### src/rtl/rx_byte_buffer_writer.sv
// Byte-stream frame capture into port A of a widening dual-port buffer.
// Qualifies frames by length and error flag, holds one good frame until acked, counts drops.
module rx_byte_buffer_writer #(
  parameter int ADDR_W    = 11,
  parameter int MAX_BYTES = 1536,
  parameter int MIN_BYTES = 60
) (
  input  logic              clk,
  input  logic              rst,
  input  logic              rx_valid,
  input  logic [7:0]        rx_data,
  input  logic              rx_sof,
  input  logic              rx_eof,
  input  logic              rx_err,
  output logic              ena,
  output logic [1:0]        wea,
  output logic [ADDR_W-1:0] addra,
  output logic [15:0]       dina,
  output logic              frame_done,
  output logic [ADDR_W+1:0] frame_len,
  input  logic              frame_ack,
  output logic [15:0]       drop_cnt,
  output logic              busy
);

  localparam int CW = ADDR_W + 2;
  localparam logic [CW-1:0] MAX_C = CW'(MAX_BYTES);
  localparam logic [CW-1:0] MIN_C = CW'(MIN_BYTES);
  localparam logic [CW-1:0] ONE_C = CW'(1);

  typedef enum logic [2:0] {
    IDLE, RECV, DROP, FIN, DONE, DROP_HOLD
  } state_t;

  state_t             r_state, w_state_nx;
  logic [CW-1:0]      r_cnt, w_cnt_nx;
  logic [CW-1:0]      r_len_pend, w_len_nx;
  logic               r_ack_pend, w_ack_nx;
  logic [CW-1:0]      r_frame_len;
  logic [15:0]        r_drop_cnt;
  logic               r_ena;
  logic [1:0]         r_wea;
  logic [ADDR_W-1:0]  r_addra;
  logic [15:0]        r_dina;
  logic               w_wr;
  logic [ADDR_W:0]    w_waddr;
  logic [1:0]         w_drop_inc;
  logic [CW-1:0]      w_len;

  function automatic logic f_len_ok(input logic [CW-1:0] len, input logic err);
    return (len >= MIN_C) && (len <= MAX_C) && !err;
  endfunction

  function automatic logic [15:0] f_sat_add(input logic [15:0] cur, input logic [1:0] inc);
    logic [16:0] sum;
    sum = {1'b0, cur} + {15'd0, inc};
    return sum[16] ? 16'hFFFF : sum[15:0];
  endfunction

  assign w_len = r_cnt + ONE_C;

  always_comb begin
    w_state_nx = r_state;
    w_cnt_nx   = r_cnt;
    w_len_nx   = r_len_pend;
    w_ack_nx   = r_ack_pend;
    w_wr       = 1'b0;
    w_waddr    = '0;
    w_drop_inc = 2'd0;
    case (r_state)
      IDLE: begin
        if (rx_valid && rx_sof) begin
          w_wr = 1'b1;
          if (rx_eof) begin
            if (f_len_ok(ONE_C, rx_err)) begin
              w_len_nx   = ONE_C;
              w_state_nx = FIN;
            end else begin
              w_drop_inc = 2'd1;
            end
          end else begin
            w_cnt_nx   = ONE_C;
            w_state_nx = RECV;
          end
        end
      end
      RECV: begin
        if (rx_valid) begin
          if (rx_sof) begin
            // Missing eof: count the broken frame, restart this byte at address 0.
            w_wr       = 1'b1;
            w_drop_inc = 2'd1;
            if (rx_eof) begin
              if (f_len_ok(ONE_C, rx_err)) begin
                w_len_nx   = ONE_C;
                w_state_nx = FIN;
              end else begin
                w_drop_inc = 2'd2;
                w_state_nx = IDLE;
              end
            end else begin
              w_cnt_nx = ONE_C;
            end
          end else if (rx_eof) begin
            w_wr    = (r_cnt < MAX_C);
            w_waddr = r_cnt[ADDR_W:0];
            if (f_len_ok(w_len, rx_err)) begin
              w_len_nx   = w_len;
              w_state_nx = FIN;
            end else begin
              w_drop_inc = 2'd1;
              w_state_nx = IDLE;
            end
          end else if (r_cnt == MAX_C) begin
            w_state_nx = DROP;
          end else begin
            w_wr     = 1'b1;
            w_waddr  = r_cnt[ADDR_W:0];
            w_cnt_nx = w_len;
          end
        end
      end
      DROP: begin
        if (rx_valid && rx_eof) begin
          w_drop_inc = 2'd1;
          w_state_nx = IDLE;
        end
      end
      FIN: w_state_nx = DONE;
      DONE: begin
        if (frame_ack || r_ack_pend) begin
          w_ack_nx   = 1'b0;
          w_state_nx = IDLE;
        end else if (rx_valid && rx_sof) begin
          if (rx_eof) w_drop_inc = 2'd1;
          else        w_state_nx = DROP_HOLD;
        end
      end
      DROP_HOLD: begin
        if (frame_ack) w_ack_nx = 1'b1;
        if (rx_valid && rx_eof) begin
          w_drop_inc = 2'd1;
          w_state_nx = DONE;
        end
      end
      default: w_state_nx = IDLE;
    endcase
  end

  always_ff @(posedge clk) begin
    if (rst) begin
      r_state     <= IDLE;
      r_cnt       <= '0;
      r_len_pend  <= '0;
      r_ack_pend  <= 1'b0;
      r_frame_len <= '0;
      r_drop_cnt  <= '0;
      r_ena       <= 1'b0;
      r_wea       <= 2'b00;
      r_addra     <= '0;
      r_dina      <= '0;
    end else begin
      r_state    <= w_state_nx;
      r_cnt      <= w_cnt_nx;
      r_len_pend <= w_len_nx;
      r_ack_pend <= w_ack_nx;
      r_drop_cnt <= f_sat_add(r_drop_cnt, w_drop_inc);
      if (r_state == FIN) r_frame_len <= r_len_pend;
      r_ena <= w_wr;
      r_wea <= w_wr ? (w_waddr[0] ? 2'b10 : 2'b01) : 2'b00;
      if (w_wr) begin
        r_addra <= w_waddr[ADDR_W:1];
        r_dina  <= {rx_data, rx_data};
      end
    end
  end

  assign ena        = r_ena;
  assign wea        = r_wea;
  assign addra      = r_addra;
  assign dina       = r_dina;
  assign frame_done = (r_state == DONE) || (r_state == DROP_HOLD);
  assign frame_len  = r_frame_len;
  assign drop_cnt   = r_drop_cnt;
  assign busy       = (r_state != IDLE);

endmodule

### config.mk
export PLATFORM = sky130hd
export DESIGN_NAME = rx_byte_buffer_writer
export DESIGN_NICKNAME = d
export VERILOG_FILES = /design/src/rtl/rx_byte_buffer_writer.sv
export SDC_FILE = /design/constraint.sdc
export NUM_CORES = 1
export LEC_CHECK = 0
export BUFFER_PORTS_ARGS = -buffer_cell sky130_fd_sc_hd__buf_2
export CAP_MARGIN = 15
export CORE_AREA = 4 4 93 95
export DETAILED_ROUTE_END_ITERATION = 12
export DIE_AREA = 0 0 97 99
export PLACE_DENSITY = 0.74
export SYNTH_ARGS = -nofsm -noshare
export SYNTH_HDL_FRONTEND = slang
export SYNTH_SLANG_ARGS = --single-unit
### constraint.sdc
create_clock -name clk -period 8.8 [get_ports clk]
set_input_delay 0.44 -clock clk [delete_from_list [all_inputs] [get_ports clk]]
set_output_delay 0.44 -clock clk [all_outputs]
set_load 0.05 [all_outputs]
# ---- Word level (Yosys, flattened, before mapping)
# Index checks and enable logic that the tools add are counted.
dict set report op_classes {
  addsub 2
  magnitude_cmp 3
  eq_ne 19
  muxes 47
  bitwise_logic 2
  n_reduce_logical 17
}
# cell count
set op_table {}
lappend op_table {{$mux W13} 6}
lappend op_table {{$mux W12} 5}
lappend op_table {{$mux W3} 12}
lappend op_table {{$pmux W13 S2} 1}
lappend op_table {{$ne A3 B3 Y1 const B} 6}
lappend op_table {{$pmux W3 S6} 1}
lappend op_table {{$add A16 B2 Y17} 1}
lappend op_table {{$mux W16} 1}
lappend op_table {{$ne A2 B2 Y1 const B} 7}
lappend op_table {{$add A13 B1 Y13 const B} 1}
lappend op_table {{$eq A13 B11 Y1 const B} 1}
lappend op_table {{$ge A13 B6 Y1 const B} 1}
lappend op_table {{$le A13 B11 Y1 const B} 1}
lappend op_table {{$lt A13 B11 Y1 const B} 1}
lappend op_table {{$mux W1} 12}
lappend op_table {{$mux W2} 6}
lappend op_table {{$reduce_and A5 Y1} 2}
lappend op_table {{$reduce_and A9 Y1} 1}
lappend op_table {{$pmux W2 S4} 1}
lappend op_table {{$eq A3 B2 Y1 const B} 2}
lappend op_table {{$eq A3 B3 Y1 const B} 2}
lappend op_table {{$logic_and A1 B1 Y1} 4}
lappend op_table {{$pmux W1 S2} 2}
lappend op_table {{$reduce_bool A2 Y1} 2}
lappend op_table {{8 further kinds} 11}
dict set report word_totals {
  reg_bits 89
  input_bits 15
  output_inout_bits 61
  wordCells 100
}

# ---- Logic depth before layout (Yosys ltp)
dict set report depth {
  word_depth 11
  mapped_depth 18
  depth_no_buf 15
}

# ---- Least setup slack after synthesis
# Ideal clock, no wire load.
dict set report synth_path {
  path_kind {register -> register}
  startpoint {register r_cnt[0]}
  endpoint {register r_drop_cnt[10], in the netlist drop_cnt[10]}
  setup_time_ns 0.070
  arrival_ns 3.630
  t_required_ns 8.730
  path_slack_ns 5.099
  stages_incl_launch_ff 19
  n_path_buf 3
  synth_period_minus_slack_ns 3.701
  cell_sequence {dfxtp_1 -> ha_1 -> buf_2 -> and2_1 -> buf_2 -> a32oi_1 -> o31ai_1 -> a41o_1 -> nand3_1 -> a22o_1 -> ha_1 -> inv_1 -> fa_1 -> nor3b_1 -> nand4_1 -> nor2_1 -> nand3_1 -> clkbuf_1 -> a21oi_1}
}
dict set report synth_between {
  elab_chain_len 11
  elab_cells_between_ends 12
  cone_classes {add/sub (2); order compare (2); mux (6); reduce/logical (2)}
}
# item line
set synth_rtl {}
lappend synth_rtl {{start: declaration} 36} ;# logic [CW-1:0] r_cnt, w_cnt_nx;
lappend synth_rtl {{start signal: assignment} 164} ;# r_cnt <= w_cnt_nx;
lappend synth_rtl {{$add A13 B1 Y13 *} 60} ;# assign w_len = r_cnt + ONE_C;
lappend synth_rtl {{$ge A13 B6 Y1 / $le A13 B11 Y1 (equally long branches)} 51} ;# return (len >= MIN_C) && (len <= MAX_C) && !err;
lappend synth_rtl {{$logic_and A1 B1 Y1 * (2 in a row)} 51}
lappend synth_rtl {{$mux W1 *} 107} ;# if (f_len_ok(w_len, rx_err)) begin
lappend synth_rtl {{$mux W1 *} 104} ;# end else if (rx_eof) begin
lappend synth_rtl {{$mux W2 *} 89} ;# if (rx_sof) begin
lappend synth_rtl {{$mux W2 *} 88} ;# if (rx_valid) begin
lappend synth_rtl {{$pmux W2 S4 *} 70} ;# case (r_state)
lappend synth_rtl {{$add A16 B2 Y17 *} 56} ;# sum = {1'b0, cur} + {15'd0, inc};
lappend synth_rtl {{$mux W16 *} 57} ;# return sum[16] ? 16'hFFFF : sum[15:0];
lappend synth_rtl {{end signal: assignment} 167} ;# r_drop_cnt <= f_sat_add(r_drop_cnt, w_drop_inc);
lappend synth_rtl {{end: declaration} 40} ;# logic [15:0] r_drop_cnt;
# Every way passes the cells marked *; elsewhere a longest branch is shown, timed or not.
# A chain may end at the register's enable or synchronous reset.

# ---- Worst setup path in the final report
dict set report layout_path {
  startpoint {register r_cnt[3]}
  endpoint {register r_drop_cnt[5], in the netlist drop_cnt[5]}
}
# The elaborated chain is that of the path after synthesis.

==> metrics.md <==
| Metric | Value |
|---|---|
| Status | completed |
| Syn_area_per_cell | 8.58 um2 |
| Final min period | 4.34 ns |
| Initial Util | 51.8% |
| Pwr Density | 161 mW/mm2 |
| Remaining DRCs | 0 |
| Clock Pin Slew Worst Setup and Hold Paths | 0.08 ns |
| Slowest stage delay, CP | 0.55 ns |
| Dominant synthesized flop cell | dfxtp_1 |
| Leak | 0.00182 uW |
| Slowest stage cell, crit path | dfxtp_1 |
| Area growth syn-to-layout | 13.0% |
| DRT iter0 DRCs | 171 |
| Final period util | 49.3% |
| Post-synth EDFFs | 0 |
| Clk_skew | 0.00731 ns |
| Via density | 5.47 |
| Pin count of the biggest net entering global routing | 84 |
| First drt pass iteration count | 4 |
| Worst hold path type | primary input to flip-flop |
| Initial antenna violation count | 0 |
| Fin. max-slew vios | 0 |
| Clock latency on the worst-skew pair | 0.35 ns |
| # diodes | 0 |
| Die Span Y | 99 um |
| Synth cell types | 65 |
| Ys async rst share | 0% |
| Global Route Usage Sum | 19.6% |
| Setup_tns | 0 ns |
| Layout Nets | 533 |
| CTS buffer count | 9 |
| R2R Setup Slk | 4.46 ns |
| Via count | 3,385 |
| RSZ-0062 raised after global routing | false |
| Syn nets | 486 |
| Post-Route WL | 9330 um |
| Area contributors post-synth | dfxtp_1 (41%), a21oi_1 (5.8%), nor2_1 (4.4%), nand2_1 (3.8%), mux2i_1 (3.0%) |
| Synth warn | 0 |
| Port buffer count | 75 |
| Crit path launch | r_cnt[3] |
| Crit-path max FO | 14 |
| Worst r2r src | r_cnt[3] |
| Mapped cell area | 0.00400 mm2 |
| Mapped Cells | 466 |
| WL per Instance | 15.1 um |
| Top cell family by delay on the critical path | simple AND/OR/NAND/NOR gates |
| Die X | 97 um |
| Maximum clock rate | 231 MHz |
| Vias in the first global route | 3,214 |
| Crit start category | flip-flop |
| Antenna-violating nets left | 0 |
| Flops & latches, synth | 81 |
| Final-report hold violation count | 0 |
| Max-cap violations | 0 |
| Worst Tran Pin Value | 0.825 ns |
| Post-cts resize count | 0 |
| Placed Area | 0.00431 mm2 |
| Layout cells sized above 1 | 20.1% |
| Post-synthesis sequential area ratio | 40.5% |
| Core box area | 0.00773 mm2 |
| Data required time of the worst path | 9.06 ns |
| Dpl hpwl | 6580 um |
| CTS Sinks | 81 |
| Cell taking the most area after synthesis | dfxtp_1 |
| Filler instances | 717 |
| Critical path class | flip-flop to flip-flop |
| Design area | 0.00452 mm2 |
| Post-CTS setup buffers | 0 |
| CP Buf/Inv Count | 1 |
| Critical path cell sequence | nand4_1 -> nor3_1 -> and4_1 -> o21ai_1 -> nand3_1 -> a22o_1 -> ha_1 -> inv_1 -> fa_1 -> nor3b_1 -> nand4_1 -> nor2_1 -> nand3_1 -> a21oi_1 |
| Hold path start | rx_data[6] |
| Root buffer selected by CTS | clkbuf_8 |
| # IOs | 76 |
| CTS Hold Bufs | 0 |
| H-tree Lvls | 3 |
| Die Area | 0.00960 mm2 |
| Final setup fails | 0 |
| Congestion Overflow GR | 0 |
| CP Data Arrival Time | 4.60 ns |
| VDD IR max | 0.147 mV |
| Gpl congestion | 0.937 |
| Maximum buffer depth of the clock tree | 2 |
| Crit end category | flip-flop |
| Max_slew headroom | 45.0% |
| First-pass GRT wire length | 15,600 um |
| FP Rows | 32 |
| Post-synth top area share | 40.5% |
| CTS tree | yes |
-- cells by family (layout without fill, tap and decap cells) --
| family | count (synthesis) | after routing | share of synthesized area (%) |
|---|---|---|---|
| and+or+nand+nor | 177 | 177 | 23.8 |
| AOI/OAI and AO/OA | 102 | 102 | 16.3 |
| muxes | 22 | 22 | 5.82 |
| adders and majority gates | 5 | 5 | 1.75 |
| DFF | 81 | 81 | 40.5 |
| xor gates and xnor gates | 23 | 23 | 5.04 |
| buffers and inverters | 56 | 107 | 6.69 |
-- worst paths after layout --
check,end,cells past startpoint
worst max-delay path,drop_cnt[5],14
worst min-delay path,dina[14],3
worst max register to register,drop_cnt[5],14
worst min register to register,frame_len[11],2
-- sequential cells by signal (all words and copies together), names as in the netlist --
signal and flops:
addra 11, frame_len 13, r_cnt 13, drop_cnt 16, r_state 3, wea 2
dina 8, ena 1, r_ack_pend 1, r_len_pend 13
-- synthesized netlist by cell type, types with 3 or more instances --
cell      count
xor2_1       10
nor3b_1       5
or3_1         7
nand2_1      41
nand3_1      13
mux2i_1      12
nor3_1       10
a21oi_1      46
o21ai_1      12
inv_1        14
nor2_1       47
mux2_1       10
a22o_1       11
nand4_1       5
o21ai_0       4
a211oi_1      4
and3b_1       3
and2_1        4
a31oi_1       3
xnor2_1      13
ha_1          4
buf_4         8
nand3b_1      4
dfxtp_1      81
nand2b_1      5
buf_2         9
clkbuf_1     20
nor2b_1      16
-- worst reg2reg max path, cell delays in order, from the launching register on --
cell	delay [ns]
dfxtp_1	0.55
nand4_1	0.34
nor3_1	0.45
and4_1	0.26
o21ai_1	0.10
nand3_1	0.13
a22o_1	0.15
ha_1	0.16
inv_1	0.05
fa_1	0.41
nor3b_1	0.47
nand4_1	0.24
nor2_1	0.23
nand3_1	0.43
a21oi_1	0.28
-- metal layers --
metal  GRT usage (%)  share of wire, %  vias up
li1                -                 -     1698
met1            24.5                45     1567
met2            31.5                47      108
met3            7.43               6.5       12
met4            5.72               1.6        0
met5               0                 0        -
-- placed cells by master (no fill, tap or decap), types with 9 or more instances in the layout --
| master | n |
|---|---|
| nor3_1 | 10 |
| o21ai_1 | 12 |
| nor2_1 | 47 |
| inv_1 | 14 |
| a21oi_1 | 46 |
| xnor2_1 | 13 |
| nor2b_1 | 16 |
| mux2i_1 | 12 |
| dfxtp_1 | 81 |
| mux2_1 | 10 |
| nand3_1 | 13 |
| xor2_1 | 10 |
| clkbuf_8 | 9 |
| a22o_1 | 11 |
| nand2_1 | 41 |
| buf_2 | 75 |
-- cell type report --
type                            count  area, um2  area share, %
Sequential cell                    81       1620           35.9
Tap cell                          102        128           2.82
Multi-Input combinational cell    329       2110           46.7
Clock inverter                      5       81.3           1.80
Inverter                           14       52.6           1.16
Timing Repair Buffer               78        398           8.80
Clock buffer                       10        128           2.82
-- stage by stage --
step,instances,power [uW],util [%],hold slack (ns),worst slack (ns)
2_1_floorplan,466,436,-,0.427,5.10
3_3_place_gp,604,448,55.8,0.434,4.71
3_5_place_dp,604,449,55.8,0.442,4.50
4_1_cts,619,736,58.5,0.311,4.47
5_1_grt,619,757,58.5,0.325,3.93
6_report,619,729,58.5,0.325,4.46
-- power by group --
part	switching [uW]	internal [uW]
sequential	4.55	370
clock	130	158
combinational	47.9	17.8
total	182	547
No activity file was read; power rests on OpenSTA's default activity.
